### src/rtl/note_sched_pkg.sv
// Shared types and helpers for the note/mode scheduler.
package note_sched_pkg;

  typedef enum logic [1:0] {IDLE, CONFIRM, PENDING} state_t;

  typedef enum logic [1:0] {BARS, HYPERBOLA, CIRCLE, DEFAULT} mode_t;

  // Highest note index that counts as a real note; 12..15 are ignored.
  localparam logic [3:0] NOTE_MAX = 4'd11;

  // Pattern selected by a note: cycles through the three drawable patterns.
  function automatic mode_t note_to_mode(input logic [3:0] n);
    return mode_t'(2'(n % 4'd3));
  endfunction

endpackage

### src/rtl/tick_strobe_gen.sv
// Free-running prescaler producing a registered one-cycle tick on each wrap.
module tick_strobe_gen #(
  parameter int tick_log2 = 20
) (
  input  logic clk,
  input  logic rst,
  output logic tick
);

  logic [tick_log2-1:0] cnt;

  // Tick goes high in the cycle right after the counter wraps to 0.
  always_ff @(posedge clk or posedge rst) begin
    if (rst) begin
      cnt  <= '0;
      tick <= 1'b0;
    end else begin
      cnt  <= cnt + tick_log2'(1);
      tick <= (cnt == '1);
    end
  end

endmodule

### src/rtl/note_mode_scheduler.sv
// Confirms a stable note, defers the pattern switch to a frame boundary and
// runs the animation position counters on the prescaler tick.
module note_mode_scheduler
  import note_sched_pkg::*;
#(
  parameter int clk_mhz       = 50,
  parameter int screen_width  = 640,
  parameter int screen_height = 480,
  parameter int w_x           = $clog2(screen_width),
  parameter int w_y           = $clog2(screen_height),
  parameter int tick_log2     = 20,
  parameter int confirm_cnt   = 3,
  parameter int timeout_ticks = 8
) (
  input  logic           clk,
  input  logic           rst,
  input  logic           note_vld,
  input  logic [3:0]     note_idx,
  input  logic           frame_start,
  input  logic           key_up,
  input  logic           key_down,
  output logic [3:0]     note_q,
  output logic [1:0]     mode,
  output logic [w_x-1:0] cnt1,
  output logic [w_y-1:0] cnt2,
  output logic           tick,
  output logic           busy
);

  localparam int MW = (confirm_cnt   < 1) ? 1 : $clog2(confirm_cnt + 1);
  localparam int TW = (timeout_ticks < 1) ? 1 : $clog2(timeout_ticks + 1);

  state_t        state, state_n;
  mode_t         mode_r;
  logic [3:0]    cand, cand_n;
  logic [MW-1:0] match, match_n;
  logic [TW-1:0] tmo, tmo_n;
  logic          valid, commit;

  tick_strobe_gen #(.tick_log2(tick_log2)) u_tick (
    .clk  (clk),
    .rst  (rst),
    .tick (tick)
  );

  // Out-of-range indices behave as if no event arrived.
  assign valid = note_vld && (note_idx <= NOTE_MAX);
  assign mode  = mode_r;

  // Next-state logic: confirmation counting, timeout and frame-aligned commit.
  always_comb begin
    state_n = state;
    cand_n  = cand;
    match_n = match;
    tmo_n   = tmo;
    commit  = 1'b0;
    case (state)
      IDLE: begin
        if (valid && note_idx != note_q) begin
          cand_n  = note_idx;
          match_n = MW'(1);
          tmo_n   = '0;
          state_n = (confirm_cnt == 1) ? PENDING : CONFIRM;
        end
      end
      CONFIRM: begin
        if (valid) begin
          if (note_idx == cand) begin
            match_n = match + MW'(1);
            if (match_n == MW'(confirm_cnt)) state_n = PENDING;
          end else if (note_idx == note_q) begin
            state_n = IDLE;
          end else begin
            cand_n  = note_idx;
            match_n = MW'(1);
            tmo_n   = '0;
          end
        end else if (tick) begin
          tmo_n = tmo + TW'(1);
          if (tmo_n == TW'(timeout_ticks)) state_n = IDLE;
        end
      end
      PENDING: begin
        if (frame_start) begin
          commit  = 1'b1;
          state_n = IDLE;
        end
      end
      default: state_n = IDLE;
    endcase
  end

  // FSM, committed note/mode and confirmation bookkeeping.
  always_ff @(posedge clk or posedge rst) begin
    if (rst) begin
      state  <= IDLE;
      busy   <= 1'b0;
      cand   <= '0;
      match  <= '0;
      tmo    <= '0;
      note_q <= 4'hF;
      mode_r <= DEFAULT;
    end else begin
      state <= state_n;
      busy  <= (state_n != IDLE);
      cand  <= cand_n;
      match <= match_n;
      tmo   <= tmo_n;
      if (commit) begin
        note_q <= cand;
        mode_r <= note_to_mode(cand);
      end
    end
  end

  // Animation counters; a commit restarts the horizontal sweep.
  always_ff @(posedge clk or posedge rst) begin
    if (rst) begin
      cnt1 <= '0;
      cnt2 <= w_y'(screen_height / 2);
    end else begin
      if (commit)
        cnt1 <= '0;
      else if (tick)
        cnt1 <= (cnt1 == w_x'(screen_width - 1)) ? '0 : cnt1 + w_x'(1);
      if (tick) begin
        if (cnt2 == '0 || cnt2 == w_y'(screen_height - 1))
          cnt2 <= w_y'(screen_height / 2);
        else
          cnt2 <= cnt2 + w_y'(key_up) - w_y'(key_down);
      end
    end
  end

endmodule

### config.mk
export PLATFORM = sky130hd
export DESIGN_NAME = note_mode_scheduler
export DESIGN_NICKNAME = d
export VERILOG_FILES = /design/src/rtl/note_sched_pkg.sv /design/src/rtl/tick_strobe_gen.sv /design/src/rtl/note_mode_scheduler.sv
export SDC_FILE = /design/constraint.sdc
export NUM_CORES = 1
export LEC_CHECK = 0
export CAP_MARGIN = 20
export CELL_PAD_IN_SITES_DETAIL_PLACEMENT = 1
export CELL_PAD_IN_SITES_GLOBAL_PLACEMENT = 2
export CORE_ASPECT_RATIO = 0.75
export CORE_MARGIN = 4
export CORE_UTILIZATION = 36
export DETAILED_ROUTE_END_ITERATION = 10
export GPL_ROUTABILITY_DRIVEN = 0
export HOLD_SLACK_MARGIN = 0.12
export MAX_ROUTING_LAYER = met4
export PLACE_DENSITY_LB_ADDON = 0.1
export SLEW_MARGIN = 20
export SYNTH_ARGS = -nofsm -noshare
export SYNTH_HDL_FRONTEND = slang
export SYNTH_SLANG_ARGS = --single-unit
### constraint.sdc
create_clock -name clk -period 2.6 [get_ports clk]
set_clock_uncertainty 0.05 [all_clocks]
set_input_delay 0.39 -clock clk [delete_from_list [all_inputs] [get_ports clk]]
set_output_delay 0.39 -clock clk [all_outputs]
set_load 0.02 [all_outputs]
# Yosys cells after proc, flatten, opt, wreduce, memory -nomap -nowiden
# Index checks and enable logic that the tools add are counted.
# totals
regBits,59
in_bits,10
output_inout_bits,27
word_cells,79
# op_classes
add_sub_neg,6
n_div,1
order_cmp,1
n_eq_ne,18
mux,31
reduce_logical,11
# ops
op,n
$mux W4,9
$mux W10,3
$mux W2,12
$add A20 B1 Y20 const B,1
$eq A20 B20 Y1 const B,1
$pmux W4 S2,2
$add A10 B1 Y10 const B,1
$eq A10 B10 Y1 const B,1
$reduce_and A5 Y1,2
$add A9 B1 Y9,1
$eq A9 B9 Y1 const B,1
$logic_not A9 Y1,1
$mux W9,1
$ne A3 B3 Y1 const B,3
$sub A9 B1 Y9,1
$eq A4 B4 Y1,2
$ne A2 B2 Y1 const B,4
$pmux W2 S3,1
$reduce_bool A2 Y1,3
$add A4 B1 Y4 const B,1
$eq A2 B2 Y1 const B,2
$eq A4 B4 Y1 const B,1
$le A4 B4 Y1 const B,1
$mod A4 B2 Y4 const B,1
10 further kinds,12

# Longest topological paths before layout
# Gate-level depths: netlist (run 1).
# logic_depth
word_depth,7
depth_mapped,11
depth_no_buf,11

# Modules after synthesis
# From an unflattened synthesis (run 1), not the netlist that was laid out.
# unflattened
hier_cells,337
area_unflattened_um2,3423.3
# modules_own_cells
module,n_inst,cells_each,area_each_um2,seq_area_each_um2
note_mode_scheduler,1,261,2503.7,963.4
tick_strobe_gen,1,76,919.6,525.5

# Least setup slack after synthesis (run 1)
# OpenSTA, ideal clock, no wires.
# synth_timing
path_type,register to register
from,reg cnt2[0]
to,reg cnt2[6]
setup_time_ps,80
arrival_time_ps,2290
t_required_ps,2470
slack_ps,181
path_stages_with_launch,11
n_path_buf,0
synth_period_minus_slack_ps,2419
cell_sequence,dfrtp_1 > clkinv_1 > ha_1 > inv_1 > ha_1 > fa_1 > a211o_1 > a31oi_1 > o21bai_1 > xor2_1 > o22a_1
# synth_between
elab_chain_cells,3
word_cells_on_any_way,6
classes_between,2 x add/sub; 1 x eq/ne; 1 x mux; 2 x reduce/logical
# synth_lines
item,line_no,text
"start, declared",note_mode_scheduler.sv:25,"output logic [w_y-1:0] cnt2,"
"start signal, assigned",note_mode_scheduler.sv:120,cnt2 <= w_y'(screen_height / 2);
"start signal, assigned",note_mode_scheduler.sv:128,cnt2 <= w_y'(screen_height / 2);
"start signal, assigned",note_mode_scheduler.sv:130,cnt2 <= cnt2 + w_y'(key_up) - w_y'(key_down);
$add A9 B1 Y9 (tied with other cells),note_mode_scheduler.sv:130,
$sub A9 B1 Y9 / $logic_or A1 B1 Y1 (equally long branches),"note_mode_scheduler.sv:130, note_mode_scheduler.sv:127",
$mux W9 *,note_mode_scheduler.sv:127,if (cnt2 == '0 || cnt2 == w_y'(screen_height - 1))
# Mark *: on every way between the ends. The rest lies on a longest branch, timed or not.
# A chain may end at the register's enable or synchronous reset.

# Worst setup path after layout (run 1)
# Ends and elaborated chain as after synthesis.

==> metrics.log, run 1 <==
[metrics] status: completed
[metrics] post-synthesis sequential element count: 59
[metrics] detailed-route via count: 2,535
[metrics] total nets after synthesis: 364
[metrics] Post-CTS Hold Fix Bufs: 0
[metrics] total of buffers placed on input and output ports: 36
[metrics] CTS H-Tree Depth: 3
[metrics] worst slack at placement: -0.131 ns
[metrics] synth-to-layout area growth: 25.8%
[metrics] Net count, final: 412
[metrics] total power density per cell area: 598 nW/um^2
[metrics] Clock Root Buffer: sky130_fd_sc_hd__clkbuf_16
[metrics] Finish-stage setup viols: 0
[metrics] endpoints failing hold: 0
[metrics] worst relative slew slack: 72.7%
[metrics] Antenna Diode Count: 0
[metrics] total DRC errors in the routed layout: 0
[metrics] maximum fanout encountered on the critical timing path: 3
[metrics] top library cells by usage in the layout, fill and taps aside: sky130_fd_sc_hd__dfrtp_1 (49), sky130_fd_sc_hd__clkdlybuf4s50_1 (36), sky130_fd_sc_hd__nand2_1 (31), sky130_fd_sc_hd__xnor2_1 (24), sky130_fd_sc_hd__inv_1 (22)
[metrics] maximum buffer depth of the clock tree: 2
[metrics] Worst Path Arrival: 2.61 ns
[metrics] Min-Delay Path Class: in2async
[metrics] global-route wire length before repair: 13,700 um
[metrics] clk_lat worst skew: 0.33 ns
[metrics] largest area contributor in the synthesized netlist: sky130_fd_sc_hd__dfrtp_1
[metrics] share of the clock period used by the worst path after layout: 92.8%
[metrics] CTS Buf Count: 9
[metrics] area of the core: 9080 um^2
[metrics] actual slew at the worst max-slew pin: 0.405 ns
[metrics] number of pins exceeding their max-slew limit in the final report: 0
[metrics] number of nets with antenna violations after detailed routing: 0
[metrics] IO Count: 37
[metrics] CTS clock-pin slew for the worst setup and hold paths: 0.05 ns
[metrics] Post CTS Setup Buffer Count: 0
[metrics] overall die area: 11,000 um^2
[metrics] Routed WL per cell: 15.2 um
[metrics] Post-synth ARST share: 100%
[metrics] number of library cell types mapped by synthesis: 60
[metrics] overflow left after global routing: 0
[metrics] main flop type after synthesis: sky130_fd_sc_hd__dfrtp_1
[metrics] total number of placement rows: 30
[metrics] Setup crit end kind: flop
[metrics] total routed wirelength: 7790 um
[metrics] Die Width: 120 um
[metrics] starting density of the core: 37.1%
[metrics] Post-Synthesis Mean Instance Area: 10.2 um^2
[metrics] unrepaired setup endpoints after global routing: no
[metrics] total of warnings raised by yosys: 0
[metrics] category of the most critical setup path: reg2reg
[metrics] sequential share of the synthesized area: 44.2%
[metrics] clock tree sinks: 59
[metrics] fraction of layout cells with a size suffix above 1: 13.5%
[metrics] CTS tree: yes
[metrics] Final Total Pwr: 0.00253 W
[metrics] area of combinational cells with multiple inputs: 1760 um^2
[metrics] area share of the largest cell type after synthesis: 36.4%
[metrics] via count of the first global-routing pass: 2,696
[metrics] number of standard cells after synthesis: 332
[metrics] max_cap viols: 0
[metrics] Period minus WS final: 2.41 ns
[metrics] maximum number of pins on one net before global-route repair: 60
[metrics] count of cells resized by post-cts repair: 0
[metrics] cell area after synthesis: 3370 um^2
[metrics] Fmax achieved: 414 MHz
[metrics] antenna violations before repair: 0
[metrics] number of DRC violations after detailed-routing iteration 0: 102
[metrics] crit path launch type: flop
[metrics] largest vdd supply drop: 0.000329 V
[metrics] via density per instance: 4.94
[metrics] overall routing resource usage: 16.2%
[metrics] detailed placer's ending HPWL: 5820 um
[metrics] die height: 91.8 um
[metrics] P_leak: 1.82 nW
[metrics] Area contributors post-synth: sky130_fd_sc_hd__dfrtp_1 (36%), sky130_fd_sc_hd__dfstp_2 (7.8%), sky130_fd_sc_hd__ha_1 (7.8%)
[metrics] filler instances: 1,028
[metrics] Req. time, crit path: 2.80 ns
[metrics] number of optimization iterations in the first detailed-route pass: 4
[metrics] count of flip-flops with a built-in enable after synthesis: 0
[metrics] area occupied by registers: 1490 um^2
[metrics] final worst setup slack: 0.187 ns
[metrics] most common library cell in the layout ignoring fill and taps: sky130_fd_sc_hd__dfrtp_1
[critical path, stage by stage, from the launching register on]
cell and delay (ns):
sky130_fd_sc_hd__dfrtp_1 0.35, sky130_fd_sc_hd__clkinv_1 0.11, sky130_fd_sc_hd__ha_1 0.29, sky130_fd_sc_hd__inv_1 0.04, sky130_fd_sc_hd__ha_1 0.19, sky130_fd_sc_hd__fa_1 0.42, sky130_fd_sc_hd__a211o_1 0.29, sky130_fd_sc_hd__a31oi_1 0.19
sky130_fd_sc_hd__o21bai_1 0.10, sky130_fd_sc_hd__xor2_1 0.14, sky130_fd_sc_hd__o22a_1 0.16
[report_power, final]
group | total (W) | switching [W] | internal [W]
sequential | 0.000988 | 0.0000377 | 0.000950
clock | 0.00125 | 0.000410 | 0.000835
combinational | 0.000302 | 0.000161 | 0.000141
[synth_stat cells, drive strengths merged, types with 2 or more instances]
library cell,n
inv,25
a31oi,4
xnor2,25
a21oi,9
o21bai,2
nand4,9
nand2,32
and3,7
o211ai,3
o21ai,18
o311ai,2
xor2,14
o41ai,2
o22ai,6
or3,3
nand2b,9
nor3,3
ha,21
dfrtp,49
nor4,3
nor2,20
dfstp,10
o22a,4
o31ai,2
clkbuf,3
nor2b,3
buf,3
mux2,5
mux2i,3
and4,3
nand3,17
[cell type report]
cell class / instances / area share [%]
well taps: 128 / 3.78
repair buffers: 43 / 10.0
clock buffers: 11 / 5.49
flip-flops and latches: 59 / 35.1
clock inverters: 5 / 1.83
inverters: 26 / 2.30
multi-input cells: 241 / 41.5
[state kept, by name (all words and copies together) (netlist names)]
signal	cells
u_tick.cnt	20
mode	2
cnt2	9
match	2
tmo	4
u_tick.tick	1
busy	1
note_q	4
state	2
cnt1	10
cand	4
[kinds of logic after synthesis]
| family | Yosys count | share of synthesized area (%) |
|---|---|---|
| buffers and inverters | 32 | 3.71 |
| muxes | 8 | 3.12 |
| adders and majority gates | 22 | 8.39 |
| xor gates and xnor gates | 39 | 10.4 |
| and+or+nand+nor | 115 | 18.7 |
| DFF | 59 | 44.2 |
| AOI/OAI and AO/OA | 57 | 11.6 |
[metal layers]
layer	vias to the layer above	GRT usage, %	routed length, um
met5	-	-	0
met4	0	4.86	77
met3	11	4.75	250
met2	28	22.5	3330
met1	1233	22.9	4130
li1	1263	-	-
[worst paths after layout]
check / start / end / slack [ns] / cells after the start
worst max-delay path: cnt2[0] / cnt2[6] / 0.19 / 10
worst min-delay path: rst / tmo[3] / 0.40 / 3
worst max register to register: cnt2[0] / cnt2[6] / 0.19 / 10
worst min register to register: mode[0] / mode[0] / 0.41 / 2
max in group asynchronous: rst / cnt2[4] / 1.78 / 3
min in group clk: mode[0] / mode[0] / 0.41 / 2
[through the flow]
| stage | cell area, um^2 | cells | setup TNS [ns] | hold WS (ns) | util (%) |
|---|---|---|---|---|---|
| final | 4240 | 513 | 0 | 0.397 | 46.7 |
| after CTS | 4230 | 512 | 0 | 0.407 | 46.6 |
| after floorplan | 3370 | 332 | 0 | 0.384 | - |
| after global routing | 4240 | 513 | 0 | 0.436 | 46.7 |
| after detailed placement | 3920 | 496 | -0.235 | 0.402 | 43.2 |
| after global placement | 3920 | 496 | -0.164 | 0.401 | 43.2 |
No activity file was read; power rests on OpenSTA's default activity.
==> inputs of run 2 (changes only) <==
--- a/config.mk
+++ b/config.mk
@@ -11,6 +11,7 @@
 export CORE_ASPECT_RATIO = 0.75
 export CORE_MARGIN = 4
 export CORE_UTILIZATION = 36
+export CTS_CLUSTER_DIAMETER = 50
 export DETAILED_ROUTE_END_ITERATION = 10
 export GPL_ROUTABILITY_DRIVEN = 0
 export HOLD_SLACK_MARGIN = 0.12
==> results of run 2 <==
Same layout as run 1: the final DEF is identical, and so are final timing and power.
==> inputs of run 3 (changes only) <==
--- a/config.mk
+++ b/config.mk
@@ -9,7 +9,6 @@
 export CELL_PAD_IN_SITES_DETAIL_PLACEMENT = 1
 export CELL_PAD_IN_SITES_GLOBAL_PLACEMENT = 2
 export CORE_ASPECT_RATIO = 0.75
-export CORE_MARGIN = 4
 export CORE_UTILIZATION = 36
 export CTS_CLUSTER_DIAMETER = 50
 export DETAILED_ROUTE_END_ITERATION = 10
@@ -17,7 +16,6 @@
 export HOLD_SLACK_MARGIN = 0.12
 export MAX_ROUTING_LAYER = met4
 export PLACE_DENSITY_LB_ADDON = 0.1
-export SLEW_MARGIN = 20
 export SYNTH_ARGS = -nofsm -noshare
 export SYNTH_HDL_FRONTEND = slang
 export SYNTH_SLANG_ARGS = --single-unit
==> metrics.log, run 3 (synthesis gave the netlist of run 1 again) <==
[metrics] Post-CTS Hold Fix Bufs: 0
[metrics] largest vdd supply drop: 0.000406 V
[metrics] Min-Delay Path Class: in2async
[metrics] cell at the slowest stage of the critical path: sky130_fd_sc_hd__dfrtp_1
[metrics] number of pins exceeding their max-slew limit in the final report: 0
[metrics] actual slew at the worst max-slew pin: 0.429 ns
[metrics] most repeated library cell on the critical path: sky130_fd_sc_hd__ha_1
[metrics] share of the clock period used by the worst path after layout: 91.8%
[metrics] Largest stage delay, worst path: 0.36 ns
[metrics] worst relative slew slack: 71.1%
[metrics] CTS clock-pin slew for the worst setup and hold paths: 0.06 ns
[metrics] detailed-route via count: 2,536
[metrics] top library cells by usage in the layout, fill and taps aside: sky130_fd_sc_hd__dfrtp_1 (49), sky130_fd_sc_hd__clkdlybuf4s50_1 (36), sky130_fd_sc_hd__nand2_1 (31), sky130_fd_sc_hd__xnor2_1 (24), sky130_fd_sc_hd__inv_1 (22)
[metrics] Req. time, crit path: 2.77 ns
[metrics] register with the highest flop count: u_tick.cnt
[metrics] total number of placement rows: 30
[metrics] detailed placer's ending HPWL: 5650 um
[metrics] starting density of the core: 37.1%
[metrics] global-route wire length before repair: 13,300 um
[metrics] number of optimization iterations in the first detailed-route pass: 6
[metrics] CTS H-Tree Depth: 3
[metrics] maximum fanout encountered on the critical timing path: 3
[metrics] P_leak: 1.84 nW
[metrics] overall die area: 9760 um^2
[metrics] FF-to-FF path depth: 10
[metrics] Net count, final: 412
[metrics] number of DRC violations after detailed-routing iteration 0: 89
[metrics] utilization of the core after routing: 47.1%
[metrics] via count of the first global-routing pass: 2,577
[metrics] total routed wirelength: 7640 um
[metrics] maximum buffer depth of the clock tree: 2
[metrics] endpoints failing hold: 0
[metrics] Die Width: 114 um
[metrics] total of buffers placed on input and output ports: 36
[metrics] launching element of the worst setup path: cnt2[0]
[metrics] Antenna Diode Count: 0
[metrics] total DRC errors in the routed layout: 0
[metrics] via density per instance: 4.94
[metrics] setup slack of the worst register-to-register path: 0.21 ns
[metrics] maximum number of pins on one net before global-route repair: 60
[metrics] Cell Count, Final, Fillers Out: 513
[metrics] clk_lat worst skew: 0.33 ns
[metrics] Post-Place Cells: 496
[metrics] max FFs per register: 20
[metrics] capturing instance or port of the critical path: cnt2[8]
[metrics] critical-path cell list: clkinv_1, ha_1, inv_1, ha_1, fa_2, a211o_1, nand3_1, a21oi_2, xnor2_1, o311ai_1
[metrics] Top Registers: u_tick.cnt x20, cnt1 x10, cnt2 x9
[metrics] CTS Buf Count: 9
[metrics] total power density per cell area: 626 nW/um^2
[metrics] Clock Root Buffer: sky130_fd_sc_hd__clkbuf_16
[metrics] Worst Path Arrival: 2.56 ns
[metrics] unrepaired setup endpoints after global routing: no
[metrics] category of the most critical setup path: reg2reg
[metrics] Finish-stage setup viols: 0
[metrics] Setup crit end kind: flop
[metrics] fraction of layout cells with a size suffix above 1: 14.3%
[metrics] endpoint of the worst register-to-register path: cnt2[8]
[metrics] number of nets with antenna violations after detailed routing: 0
[metrics] most common library cell in the layout ignoring fill and taps: sky130_fd_sc_hd__dfrtp_1
[metrics] Post-Layout Inst Area: 4280 um^2
[metrics] r2r startpoint: cnt2[0]
[metrics] max_cap viols: 0
[metrics] die height: 85.8 um
[metrics] status: completed
[metrics] synth-to-layout area growth: 27.0%
[metrics] filler instances: 1,015
[metrics] clock tree sinks: 59
[metrics] standard cell area after detailed placement: 3920 um^2
[metrics] Period minus WS final: 2.39 ns
[metrics] overall routing resource usage: 18.2%
[metrics] area of the core: 9080 um^2
[metrics] overflow left after global routing: 0
[metrics] antenna violations before repair: 0
[metrics] crit path launch type: flop
[metrics] IO Count: 37
[metrics] Fmax achieved: 419 MHz
[metrics] Routed WL per cell: 14.9 um
[metrics] CTS tree: yes
## run 3: cell type report
type	instances	area (um^2)	area share, %
multi-input cells	241	1760	41.1
flip-flops and latches	59	1490	34.8
repair buffers	43	425	9.94
clock buffers	9	225	5.26
well taps	128	160	3.74
clock inverters	7	124	2.89
inverters	26	97.6	2.28
## run 3: worst max-delay path: cells and delay by family (launching register included)
kind                     cells  cell delay (ns)
flip-flops                   1             0.36
adder cells (fa/ha/maj)      3             0.85
buffers and inverters        2             0.16
XOR/XNOR                     1             0.14
AO/OA/AOI/OAI                3             0.63
AND/OR/NAND/NOR              1             0.11
## run 3: how the worst min path moves through the flow
| stage | endpoint | slack (ns) | cells after the start |
|---|---|---|---|
| 2_1_floorplan | u_tick.cnt[13] | 0.38 | 1 |
| 3_3_place_gp | u_tick.cnt[9] | 0.40 | 1 |
| 3_5_place_dp | u_tick.cnt[13] | 0.41 | 1 |
| 4_1_cts | tmo[3] | 0.41 | 3 |
| 5_1_grt | tmo[3] | 0.44 | 3 |
| 6_report | tmo[3] | 0.39 | 3 |
## run 3: metal layers
metal  vias to the layer above  track usage, %  wire length [um]
met5                         -               -                 0
met4                         0            4.67                81
met3                         9            4.45               182
met2                        26            24.6              3220
met1                      1236            26.7              4160
li1                       1265               -                 -
## run 3: power by group
part	switching [W]	leakage, nW	internal [W]
Clock	0.000441	0.167	0.000943
Combinational	0.000164	0.968	0.000142
Sequential	0.0000402	0.704	0.000949
Total	0.000645	1.84	0.00203
## run 3: repair_timing
item / CTS / global route
setup buffers: 0 / 1
endpoints found under the setup margin: 0 / 1
resized for setup: 0 / 1
## run 3: through the flow
stage                     TNS (ns)  setup WS (ns)  power (W)  hold slack (ns)
after floorplan                  0          0.181    0.00122            0.384
after detailed placement    -0.263         -0.148    0.00131            0.405
after global placement      -0.164        -0.0935    0.00131            0.399
after global routing             0         0.0634    0.00279            0.439
after CTS                        0          0.110    0.00272            0.411
final                            0          0.214    0.00268            0.390
